--- config.mk ---
export PLATFORM = sky130hd
export DESIGN_NAME = modport_fifo
export DESIGN_NICKNAME = d
export VERILOG_FILES = /design/src/rtl/modport_fifo.sv
export SDC_FILE = /design/constraint.sdc
export NUM_CORES = 1
export LEC_CHECK = 0
export CORE_MARGIN = 2
export CORE_UTILIZATION = 44
export CTS_CLUSTER_DIAMETER = 150
export CTS_CLUSTER_SIZE = 30
export DETAILED_ROUTE_END_ITERATION = 12
export PLACE_DENSITY = 0.7
export SLEW_MARGIN = 25
export SYNTH_ARGS = -nofsm -noshare
export SYNTH_HDL_FRONTEND = slang
export SYNTH_SLANG_ARGS = --single-unit
--- constraint.sdc ---
create_clock -name clk -period 3.41 [get_ports clk]
set_clock_uncertainty 0.05 [all_clocks]
set_input_delay 0.5115 -clock clk [delete_from_list [all_inputs] [get_ports clk]]
set_output_delay 0.5115 -clock clk [all_outputs]
set_load 0.05 [all_outputs]
--- src/rtl/modport_fifo.sv ---
// modport_fifo: circular-buffer FIFO with registered data/ack/error outputs and combinational occupancy flags.
// Define FIFO_SVA_EN to compile in the embedded protocol assertions.
module modport_fifo #(
    parameter int FIFO_WIDTH = 16,
    parameter int FIFO_DEPTH = 8
) (
    input  logic                  clk,
    input  logic                  rst_n,
    input  logic [FIFO_WIDTH-1:0] data_in,
    input  logic                  wr_en,
    input  logic                  rd_en,
    output logic [FIFO_WIDTH-1:0] data_out,
    output logic                  wr_ack,
    output logic                  overflow,
    output logic                  underflow,
    output logic                  full,
    output logic                  almostfull,
    output logic                  empty,
    output logic                  almostempty
);
    localparam int AW = $clog2(FIFO_DEPTH);
    localparam int CW = AW + 1;
    localparam logic [AW-1:0] LAST = AW'(FIFO_DEPTH - 1);

    logic [FIFO_WIDTH-1:0] mem_q [FIFO_DEPTH];
    logic [AW-1:0]         wr_ptr_q, wr_ptr_d, rd_ptr_q, rd_ptr_d;
    logic [CW-1:0]         count_q, count_d;
    logic [FIFO_WIDTH-1:0] data_out_q, data_out_d;
    logic                  wr_ack_q, wr_ack_d, overflow_q, overflow_d, underflow_q, underflow_d;
    logic                  do_wr, do_rd;

    assign full        = count_q == CW'(FIFO_DEPTH);
    assign almostfull  = count_q == CW'(FIFO_DEPTH - 1);
    assign empty       = count_q == '0;
    assign almostempty = count_q == CW'(1);

    always_comb begin
        do_wr       = wr_en && !full;
        do_rd       = rd_en && !empty;
        wr_ptr_d    = do_wr ? ((wr_ptr_q == LAST) ? '0 : wr_ptr_q + AW'(1)) : wr_ptr_q;
        rd_ptr_d    = do_rd ? ((rd_ptr_q == LAST) ? '0 : rd_ptr_q + AW'(1)) : rd_ptr_q;
        count_d     = (do_wr && !do_rd) ? count_q + CW'(1) :
                      (do_rd && !do_wr) ? count_q - CW'(1) : count_q;
        data_out_d  = do_rd ? mem_q[rd_ptr_q] : data_out_q;
        wr_ack_d    = do_wr;
        overflow_d  = wr_en && full;
        underflow_d = rd_en && empty;
    end

    // Storage is deliberately left out of reset; only control state is cleared.
    always_ff @(posedge clk) begin
        if (do_wr) mem_q[wr_ptr_q] <= data_in;
    end

    always_ff @(posedge clk or negedge rst_n) begin
        if (!rst_n) begin
            wr_ptr_q    <= '0;
            rd_ptr_q    <= '0;
            count_q     <= '0;
            data_out_q  <= '0;
            wr_ack_q    <= 1'b0;
            overflow_q  <= 1'b0;
            underflow_q <= 1'b0;
        end else begin
            wr_ptr_q    <= wr_ptr_d;
            rd_ptr_q    <= rd_ptr_d;
            count_q     <= count_d;
            data_out_q  <= data_out_d;
            wr_ack_q    <= wr_ack_d;
            overflow_q  <= overflow_d;
            underflow_q <= underflow_d;
        end
    end

    assign data_out  = data_out_q;
    assign wr_ack    = wr_ack_q;
    assign overflow  = overflow_q;
    assign underflow = underflow_q;

`ifdef FIFO_SVA_EN
    a_count_max: assert property (@(posedge clk) disable iff (!rst_n) count_q <= CW'(FIFO_DEPTH));
    a_full_empty: assert property (@(posedge clk) disable iff (!rst_n) !(full && empty));
    a_ack_ovf: assert property (@(posedge clk) disable iff (!rst_n) !(wr_ack && overflow));
    a_flags: assert property (@(posedge clk) disable iff (!rst_n)
        full == (count_q == CW'(FIFO_DEPTH)) && almostfull == (count_q == CW'(FIFO_DEPTH - 1)) &&
        empty == (count_q == '0) && almostempty == (count_q == CW'(1)));
    a_reset: assert property (@(posedge clk) !rst_n |=>
        data_out == '0 && !wr_ack && !overflow && !underflow && !full && !almostfull && empty && !almostempty);
`else
`endif
endmodule

==> impl_metrics.sql <==
INSERT INTO impl_metrics (metric_group, metric, value, unit) VALUES
('cells_and_area', 'post_route_cells_drive_above_1_share', '24.2', '%'),
('global_route', 'gr-total-overflow', '0', ''),
('clock_network', 'holdBufCountCts', '0', ''),
('hold_path', 'hold_class', 'input pin to asynchronous set/reset pin', ''),
('yosys', 'synth_fp_nets', '390', ''),
('timing', 'fin_setup_tns', '0', 'ps'),
('yosys', 'ff_latch_count_synth', '157', ''),
('floorplan', 'rows', '43', ''),
('setup_path', 'end_kind', 'output pin', ''),
('yosys', 'mappedNetlistArea', '6300', 'sq um'),
('clock_network', 'clockBufferDepth', '2', ''),
('cells_and_area', 'layout_area_growth_over_synthesis', '20.9', '%'),
('power', 'irDropWorstVdd', '422', 'uV'),
('setup_path', 'cp_slowest_cell', 'clkdlybuf4s50_1', ''),
('timing', 'hold_violations', '0', ''),
('global_route', 'antenna_found_initial', '0', ''),
('global_route', 'grt_util_all_layers', '17.6', '%'),
('timing', 'fin_ws', '667', 'ps'),
('yosys', 'leading_cell_type_by_number_of_instances_after_synthesis', 'edfxtp_1', ''),
('timing', 'worst_slew_slack_as_a_fraction_of_its_limit', '40.6', '%'),
('floorplan', 'die_w', '124', 'um'),
('yosys', 'synth_top_flop_cell', 'edfxtp_1', ''),
('yosys', 'yosys_warnings', '0', ''),
('floorplan', 'core_region_area', '13900', 'sq um'),
('run_status', 'run_status', 'finished, final reports clean', ''),
('clock_network', 'cts.sinks', '157', ''),
('yosys', 'synth_area_per_cell', '17.4', 'sq um'),
('clock_network', 'tritoncts.num_buffers', '17', ''),
('power', 'switching_share', '33.7', '%'),
('route', 'remaining_antenna_violation_count', '0', ''),
('clock_network', 'clock_tree_from_tritoncts', 'built', ''),
('timing', 'actual_transition_at_the_worst_max_transition_pin', '892', 'ps'),
('setup_path', 'critical_path.max_stage_delay', '840', 'ps'),
('floorplan', 'die_h', '124', 'um'),
('flow_run', 'cap_violations', '0', ''),
('setup_path', 'timing.critical_path.cells', 'inv_1 -> ha_1 -> nor3b_2 -> clkdlybuf4s50_1', ''),
('power', 'cell_internal_pwr', '4.66', 'mW'),
('power', 'p_leak', '2.73', 'nW'),
('clock_network', 'h-tree-depth', '4', ''),
('placement', 'detailedPlacementHpwl', '7.04', 'mm'),
('setup_path', 'cp_data_arrival_time', '2180', 'ps'),
('setup_path', 'start_kind', 'flop', ''),
('power', 'power.switching', '2.37', 'mW'),
('timing', 'layout_min_cycle_time', '2740', 'ps'),
('yosys', 'synth_largest_type_area_fraction', '61.0', '%'),
('yosys', 'post_synth_inst_count', '362', ''),
('global_route', 'grt_pass1_wl', '19.1', 'mm'),
('yosys', 'async_reset_ff_share', '18.5', '%'),
('setup_path', 'worst-path-max-fanout', '6', ''),
('setup_path', 'critical_path_class', 'flop to output pin', ''),
('route', 'first_pass_iters', '4', ''),
('power', 'p_seq_share', '39.1', '%'),
('route', 'avgRoutedWirePerCell', '20.2', 'um'),
('floorplan', 'ioPinCount', '43', ''),
('placement', 'gpl.final_weighted_congestion', '0.752', ''),
('global_route', 'maximum_number_of_pins_on_one_net_before_global_route_repair', '47', ''),
('power', 'power.combinational.fraction', '33.0', '%'),
('timing', 'setup_violations', '0', ''),
('cells_and_area', 'antenna_cells_inserted', '0', ''),
('timing', 'grt_setup_unrepaired', 'false', ''),
('route', 'drc_errors', '0', ''),
('clock_network', 'cts_setup_buffers', '0', ''),
('timing', 'slew_viol_final', '0', ''),
('route', 'initialDrtViolationCount', '258', ''),
('yosys', 'synth_edf_count', '128', ''),
('yosys', 'synth.cells.most_frequent', 'edfxtp_1, mux2_2, mux2i_1', ''),
('timing', 'layout_worst_path_cycle_share', '80.4', '%'),
('yosys', 'synth.distinct_cells', '32', ''),
('clock_network', 'clock_latency_reported_for_the_late_side_of_the_worst_skew_pair', '420', 'ps'),
('clock_network', 'post_cts_resize_count', '0', ''),
('placement', 'preCtsSetupSlack', '747', 'ps');
[power by group through the flow]
stage / logic [mW] / clock network (mW) / registers, mW
6_report: 2.32 / 1.97 / 2.75
3_3_place_gp: 2.29 / 0 / 2.77
4_1_cts: 2.36 / 2.00 / 2.76
5_1_grt: 2.50 / 2.08 / 2.80
3_5_place_dp: 2.33 / 0 / 2.79
2_1_floorplan: 1.38 / 0 / 3.03
[worst max-delay path: cells and delay by family, from the launching register on]
family,cells,cell delay [ps]
buf+inv,2,920
flops,1,440
simple gates,1,210
fa+ha+maj,1,190
[state kept, by name, indices dropped and copies added (netlist names)]
| signal | count |
|---|---|
| data_out | 16 |
| mem_q | 128 |
| rd_ptr_q | 3 |
| count_q | 4 |
| overflow | 1 |
| wr_ptr_q | 3 |
| underflow | 1 |
| wr_ack | 1 |
[kinds of logic (layout without fill, tap and decap cells)]
family / count (synthesis) / after routing / synth area share [%]
muxes: 70 / 70 / 11.9
DFF: 157 / 157 / 72.6
adders and majority gates: 8 / 8 / 1.59
buffers and inverters: 23 / 94 / 2.09
xor gates and xnor gates: 4 / 4 / 0.556
AOI/OAI and AO/OA: 68 / 68 / 8.58
and+or+nand+nor: 32 / 32 / 2.76
[per-layer routing]
layer / share of wire (%) / global-route usage (%)
met3: 5.4 / 4.08
met2: 51 / 28.7
met4: 1.2 / 6.89
met5: 0 / 0
met1: 43 / 23.1
[through the flow]
step	hold slack, ps	total power [mW]	util [%]	instance area, sq um	std cells
6_report	453	7.04	54.6	7610	613
2_1_floorplan	166	4.41	-	6300	362
5_1_grt	486	7.39	54.6	7610	613
4_1_cts	448	7.11	54.6	7610	613
3_5_place_dp	476	5.12	50.1	6990	581
3_3_place_gp	466	5.06	50.1	6990	581
[worst paths after layout]
kind / start / endpoint / slack (ps) / depth (start not counted)
worst min register to register: data_out[1] / data_out[1] / 480 / 2
worst max register to register: count_q[0] / count_q[3] / 860 / 9
max in group asynchronous: rst_n / rd_ptr_q[0] / 2530 / 2
min in group clk: data_out[1] / data_out[1] / 480 / 2
worst max-delay path: count_q[0] / empty / 670 / 4
worst min-delay path: rst_n / count_q[3] / 450 / 2
[placed cells by master (no fill, tap or decap), types with 16 or more instances in the layout]
cell type | synthesis | layout
mux2i_1 | 33 | 33
o22ai_1 | 16 | 16
clkbuf_16 | 0 | 17
dfrtp_1 | 29 | 28
o21ai_0 | 19 | 19
edfxtp_1 | 128 | 128
mux2_2 | 36 | 36
clkdlybuf4s50_1 | 0 | 42
o31ai_2 | 16 | 16
a22o_1 | 16 | 16
[final cells by class]
type                       count  area, sq um  area share, %
inverter                       5         18.8          0.247
sequential                   157         4570           60.1
tap                          180          225           2.96
clock buffer                  18          429           5.64
timing repair buffer          57          546           7.17
multi-input combinational    182         1630           21.4
clock inverter                14          194           2.55
(Power assumes the default switching activity.)
